File: src/rtl/k16_fb_arbiter_pkg.sv
// Shared types and default widths for the k16 frame buffer arbiter.
// The fill-state enum is only consumed when K16_FB_FILL_EN is defined.
package k16_fb_arbiter_pkg;

    localparam int unsigned DEF_ADDR_W   = 11;
    localparam int unsigned DEF_DATA_W   = 16;
    localparam int unsigned DEF_FB_WORDS = 2048;

    typedef enum logic [1:0] {
        IDLE = 2'd0,
        RUN  = 2'd1,
        DONE = 2'd2
    } fill_state_e;

endpackage

File: src/rtl/k16_fb_fill.sv
// Frame buffer fill engine: writes a constant word over a wrapping address range,
// one word per cycle in which no higher-priority requester owns the bus.
module k16_fb_fill
    import k16_fb_arbiter_pkg::*;
#(
    parameter int unsigned ADDR_W   = DEF_ADDR_W,
    parameter int unsigned DATA_W   = DEF_DATA_W,
    parameter int unsigned FB_WORDS = DEF_FB_WORDS
) (
    input  logic              clk,
    input  logic              rst_n,
    input  logic              start,
    input  logic [ADDR_W-1:0] base,
    input  logic [ADDR_W:0]   len,
    input  logic [DATA_W-1:0] value,
    input  logic              slot,
    output logic              req_c,
    output logic [ADDR_W-1:0] addr,
    output logic [DATA_W-1:0] wdata,
    output logic              busy,
    output logic              done
);

    localparam int unsigned LEN_W = ADDR_W + 1;

    fill_state_e      state;
    logic [LEN_W-1:0] offset;
    logic [LEN_W-1:0] last_q;

    assign req_c = (state == RUN);

    // A zero length means the whole buffer, so the last offset is FB_WORDS-1.
    always_ff @(posedge clk or negedge rst_n) begin
        if (!rst_n) begin
            state  <= IDLE;
            offset <= '0;
            last_q <= '0;
            addr   <= '0;
            wdata  <= '0;
            busy   <= 1'b0;
            done   <= 1'b0;
        end else begin
            case (state)
                IDLE: begin
                    if (start) begin
                        addr   <= base;
                        wdata  <= value;
                        last_q <= (len == '0) ? LEN_W'(FB_WORDS - 1) : len - LEN_W'(1);
                        offset <= '0;
                        busy   <= 1'b1;
                        state  <= RUN;
                    end
                end
                RUN: begin
                    if (slot) begin
                        addr   <= (addr == ADDR_W'(FB_WORDS - 1)) ? '0 : addr + ADDR_W'(1);
                        offset <= offset + LEN_W'(1);
                        if (offset == last_q) begin
                            done  <= 1'b1;
                            state <= DONE;
                        end
                    end
                end
                DONE: begin
                    done   <= 1'b0;
                    busy   <= 1'b0;
                    offset <= '0;
                    state  <= IDLE;
                end
                default: state <= IDLE;
            endcase
        end
    end

endmodule

File: src/rtl/k16_fb_arbiter.sv
// Single-port frame buffer arbiter, fixed priority video > CPU > fill.
// Define K16_FB_FILL_EN to build in the fill engine (k16_fb_fill).
module k16_fb_arbiter
    import k16_fb_arbiter_pkg::*;
#(
    parameter int unsigned ADDR_W   = DEF_ADDR_W,
    parameter int unsigned DATA_W   = DEF_DATA_W,
    parameter int unsigned FB_WORDS = DEF_FB_WORDS
) (
    input  logic              clk,
    input  logic              reset,
    input  logic              vid_req,
    input  logic [ADDR_W-1:0] vid_addr,
    output logic              vid_grant,
    output logic              vid_rvalid,
    input  logic              cpu_req,
    input  logic              cpu_we,
    input  logic [ADDR_W-1:0] cpu_addr,
    input  logic [DATA_W-1:0] cpu_wdata,
    output logic              cpu_hold,
    output logic              cpu_rvalid,
    input  logic              fill_start,
    input  logic [ADDR_W-1:0] fill_base,
    input  logic [ADDR_W:0]   fill_len,
    input  logic [DATA_W-1:0] fill_value,
    output logic              fill_busy,
    output logic              fill_done,
    output logic [ADDR_W-1:0] fb_addr,
    output logic              fb_we,
    output logic [DATA_W-1:0] fb_wdata,
    input  logic [DATA_W-1:0] fb_rdata
);

    logic              vid_win_c;
    logic              cpu_win_c;
    logic              fill_win_c;
    logic              fill_slot_c;
    logic              fill_req_c;
    logic [ADDR_W-1:0] fill_addr;
    logic [DATA_W-1:0] fill_wdata;

    // Grants are gated by reset so the bus is quiet while reset is held.
    assign vid_win_c   = reset & vid_req;
    assign cpu_win_c   = reset & cpu_req & ~vid_req;
    assign fill_slot_c = ~vid_req & ~cpu_req;
    assign fill_win_c  = reset & fill_req_c & fill_slot_c;
    assign vid_grant   = vid_win_c;
    assign cpu_hold    = reset & cpu_req & vid_req;

    always_comb begin
        fb_we    = 1'b0;
        fb_addr  = '0;
        fb_wdata = '0;
        if (vid_win_c) begin
            fb_addr = vid_addr;
        end else if (cpu_win_c) begin
            fb_we    = cpu_we;
            fb_addr  = cpu_addr;
            fb_wdata = cpu_wdata;
        end else if (fill_win_c) begin
            fb_we    = 1'b1;
            fb_addr  = fill_addr;
            fb_wdata = fill_wdata;
        end
    end

    // Read data returns one cycle after issue.
    always_ff @(posedge clk or negedge reset) begin
        if (!reset) begin
            vid_rvalid <= 1'b0;
            cpu_rvalid <= 1'b0;
        end else begin
            vid_rvalid <= vid_win_c;
            cpu_rvalid <= cpu_win_c & ~cpu_we;
        end
    end

`ifdef K16_FB_FILL_EN
    k16_fb_fill #(
        .ADDR_W   (ADDR_W),
        .DATA_W   (DATA_W),
        .FB_WORDS (FB_WORDS)
    ) u_fill (
        .clk   (clk),
        .rst_n (reset),
        .start (fill_start),
        .base  (fill_base),
        .len   (fill_len),
        .value (fill_value),
        .slot  (fill_slot_c),
        .req_c (fill_req_c),
        .addr  (fill_addr),
        .wdata (fill_wdata),
        .busy  (fill_busy),
        .done  (fill_done)
    );
`else
    logic fill_unused_c;

    assign fill_req_c    = 1'b0;
    assign fill_addr     = '0;
    assign fill_wdata    = '0;
    assign fill_busy     = 1'b0;
    assign fill_done     = 1'b0;
    assign fill_unused_c = ^{fill_start, fill_base, fill_len, fill_value};
`endif

endmodule

File: config.mk
export PLATFORM = sky130hd
export DESIGN_NAME = k16_fb_arbiter
export DESIGN_NICKNAME = d
export VERILOG_FILES = /design/src/rtl/k16_fb_arbiter_pkg.sv /design/src/rtl/k16_fb_fill.sv /design/src/rtl/k16_fb_arbiter.sv
export SDC_FILE = /design/constraint.sdc
export NUM_CORES = 1
export LEC_CHECK = 0
export ABC_CLOCK_PERIOD_IN_PS = 1200
export BUFFER_PORTS_ARGS = -buffer_cell sky130_fd_sc_hd__buf_4
export CAP_MARGIN = 10
export CORE_MARGIN = 2
export CORE_UTILIZATION = 19
export DETAILED_ROUTE_END_ITERATION = 6
export GPL_TIMING_DRIVEN = 1
export MAX_ROUTING_LAYER = met4
export PLACE_DENSITY = 0.86
export SLEW_MARGIN = 5
export SYNTH_ARGS = -nofsm -noshare
export SYNTH_HDL_FRONTEND = slang
export SYNTH_SLANG_ARGS = --single-unit
export TNS_END_PERCENT = 100
File: constraint.sdc
create_clock -name clk -period 1.2 [get_ports clk]
set_input_delay 0.24 -clock clk [delete_from_list [all_inputs] [get_ports clk]]
set_output_delay 0.24 -clock clk [all_outputs]
set_load 0.1 [all_outputs]
==> impl_results.md <==
* Final Worst Setup Slack at -130 ps
* Hold Violations, Final at 0
* Req. time, crit path at 960 ps
* Status: finished, violations left
* DIE HEIGHT at 52.3 µm
* Total track usage at 0.266
* FP Rows at 17
* Vias per cell at 4.78
* CP startpoint: vid_req
* Antenna violations before repair at 0
* Share of cells above drive strength 1 at 0.967
* Clock Tree Buf Depth at 2
* Setup_tns at -2080 ps
* Number of port buffers at 74
* Critical path class: input pin to output pin
* Worst-path clk slew at 30 ps
* Starting Density at 0.200
* Worst-path fanout max at 17
* DRC at 0
* Antenna viol nets, final at 0
* Cell Area, Synth at 443 µm²
* Area grow syn2layout at 354%
* Synth Instances at 66
* Cell area after layout at 2010 µm²
* DRT Pass-1 Iters at 2
* CTS Buf Count at 3
* Worst Setup EP: fb_wdata[11]
* VDD IR-drop max at 0.736 mV
* Critical Path Sink Type: output pin
* Fin crit share at 1.11
* Max-cap check violation count at 0
* Main combinational cell family by area after synthesis: simple AND/OR/NAND/NOR gates
* Failing checks: negative setup slack
* Clock root buffer: clkbuf_4
* Via Count at 855
* Largest net degree at the start of global routing at 18
* Vias in the first global route at 953
* Core region area at 2210 µm²
* Synth Area in XOR/XNOR at 0
* Fmax at 752 MHz
* Worst Hold Class: input pin to asynchronous set/reset pin
* Distinct cell type count after synthesis at 15
* Startpoint type of the worst setup path: input pin
* Multiplexer share of the synthesized area at 0
* Synth top area share at 0.198
* Final HPWL DP at 1840 µm
* Final layout net count at 252
* Sink Count at 2
* Yosys warning count at 0
* Avg Cell Area, Syn at 6.71 µm²
* Post-Synth Simple-Gate Area at 0.644
* Post-synthesis sequential area ratio at 0.113
* Total Wirelength at 3470 µm
* Routability congestion estimate at 0.636
* Final setup vio count at 22
* Slew Viols, Final at 0
* Post-CTS Hold Fix Bufs at 0
* Leak at 0.891 nW
* Crit path time final at 1330 ps
* Area post-placement at 1260 µm²
* Ant diodes at 0
* Die Footprint at 2730 µm²
* RSZ-0062 raised after global routing: true
* Total gr overflow at 0
* H-tree Lvls at 1
* Post-synthesis adder-cell area fraction at 0
* # IOs at 133
* DR iter-0 viols at 1
* WHS at 16.6 ps
* Post-synth top area cell: and2_4
* Synth Register Bits at 2
* Die W at 52.3 µm
* First-pass GRT wire length at 5140 µm
* WL/cell at 19.4 µm
* CTS tree: done
* Synth Area in Compound Gates at 0.124
* Pre-CTS setup slack at -228 ps
* WP data arrival at 1090 ps
* Pwr/cell area at 597 nW/µm²
* Area contributors post-synth: and2_4, nand2b_1, nand3_1, o21ai_0, and2_1
==> stage by stage <==
| step | utilization | cells | power, W |
|---|---|---|---|
| finish | 0.908 | 179 | 0.00120 |
| detailed placement | 0.568 | 168 | 0.000775 |
| global placement | 0.568 | 168 | 0.000766 |
| floorplan | - | 67 | 0.000577 |
| global route | 0.908 | 179 | 0.00124 |
| CTS | 0.890 | 178 | 0.00118 |
==> worst min path at each step <==
stage / startpoint / endpoint / slack, ps / cells after the start
2_1_floorplan: reset / cpu_rvalid / -60 / 0
3_3_place_gp: reset / cpu_rvalid / 330 / 3
3_5_place_dp: reset / cpu_rvalid / 340 / 3
4_1_cts: reset / vid_rvalid / 9 / 3
5_1_grt: reset / vid_rvalid / 20 / 3
6_report: reset / vid_rvalid / 20 / 3
==> power by group <==
| part | internal (W) | leakage, nW | total [W] | switching, W |
|---|---|---|---|---|
| sequential | 0.0000706 | 0.0266 | 0.0000717 | 0.00000111 |
| combinational | 0.000410 | 0.850 | 0.000975 | 0.000565 |
| clock | 0.000111 | 0.0138 | 0.000153 | 0.0000426 |
==> sequential cells by signal, summed over array words and instances (netlist names) <==
signal and flops:
cpu_rvalid 1, vid_rvalid 1
==> cells in the mapped netlist (all sizes together) <==
master / number
dfrtp: 2
clkbuf: 2
o21ai: 11
and2: 18
nand2: 1
conb: 1
and3: 1
nand2b: 11
nor3: 1
buf: 6
and3b: 1
nand3: 11
==> cell type report <==
| cell class | instances | area (µm²) |
|---|---|---|
| sequential | 2 | 50.0 |
| multi-input combinational | 58 | 746 |
| fill | 74 | 203 |
| clock buffer | 3 | 22.5 |
| tap | 28 | 35.0 |
| timing repair buffer | 88 | 1160 |
==> worst max-delay path: stages <==
cell and delay [ps]:
buf_12 110, and3b_2 250, buf_12 140, and2_4 160, buf_12 170
==> cells in the final DEF (no fill, tap or decap), drive strengths merged <==
cell / Yosys / final
nand3: 11 / 11
bufbuf: 0 / 1
o21ai: 11 / 11
and3: 1 / 1
and2: 18 / 18
and3b: 1 / 1
dfrtp: 2 / 2
nor3: 1 / 1
clkbuf: 2 / 3
nand2b: 11 / 11
buf: 6 / 87
nand2: 1 / 2
conb: 1 / 2
==> per-layer routing <==
layer  global-route usage  vias up  wire length, µm
met4               0.0726        0               80
met5                    -        -                0
met2                0.508       63             1900
met3               0.0914       11              441
li1                     -      388                -
met1                0.248      393             1050
==> cells by family (layout without fill, tap and decap cells) <==
family	count (synthesis)	after routing
other cells	1	2
simple gates	44	45
compound gates	11	11
flops	2	2
buf+inv	8	91
==> timing repair <==
item / CTS / global route
cloned: 3 / 0
endpoints found under the setup margin: 30 / 29
pin swaps: 6 / 11
setup buffers: 4 / 1
gates resized for setup: 128 / 9
(Power assumes the default switching activity.)
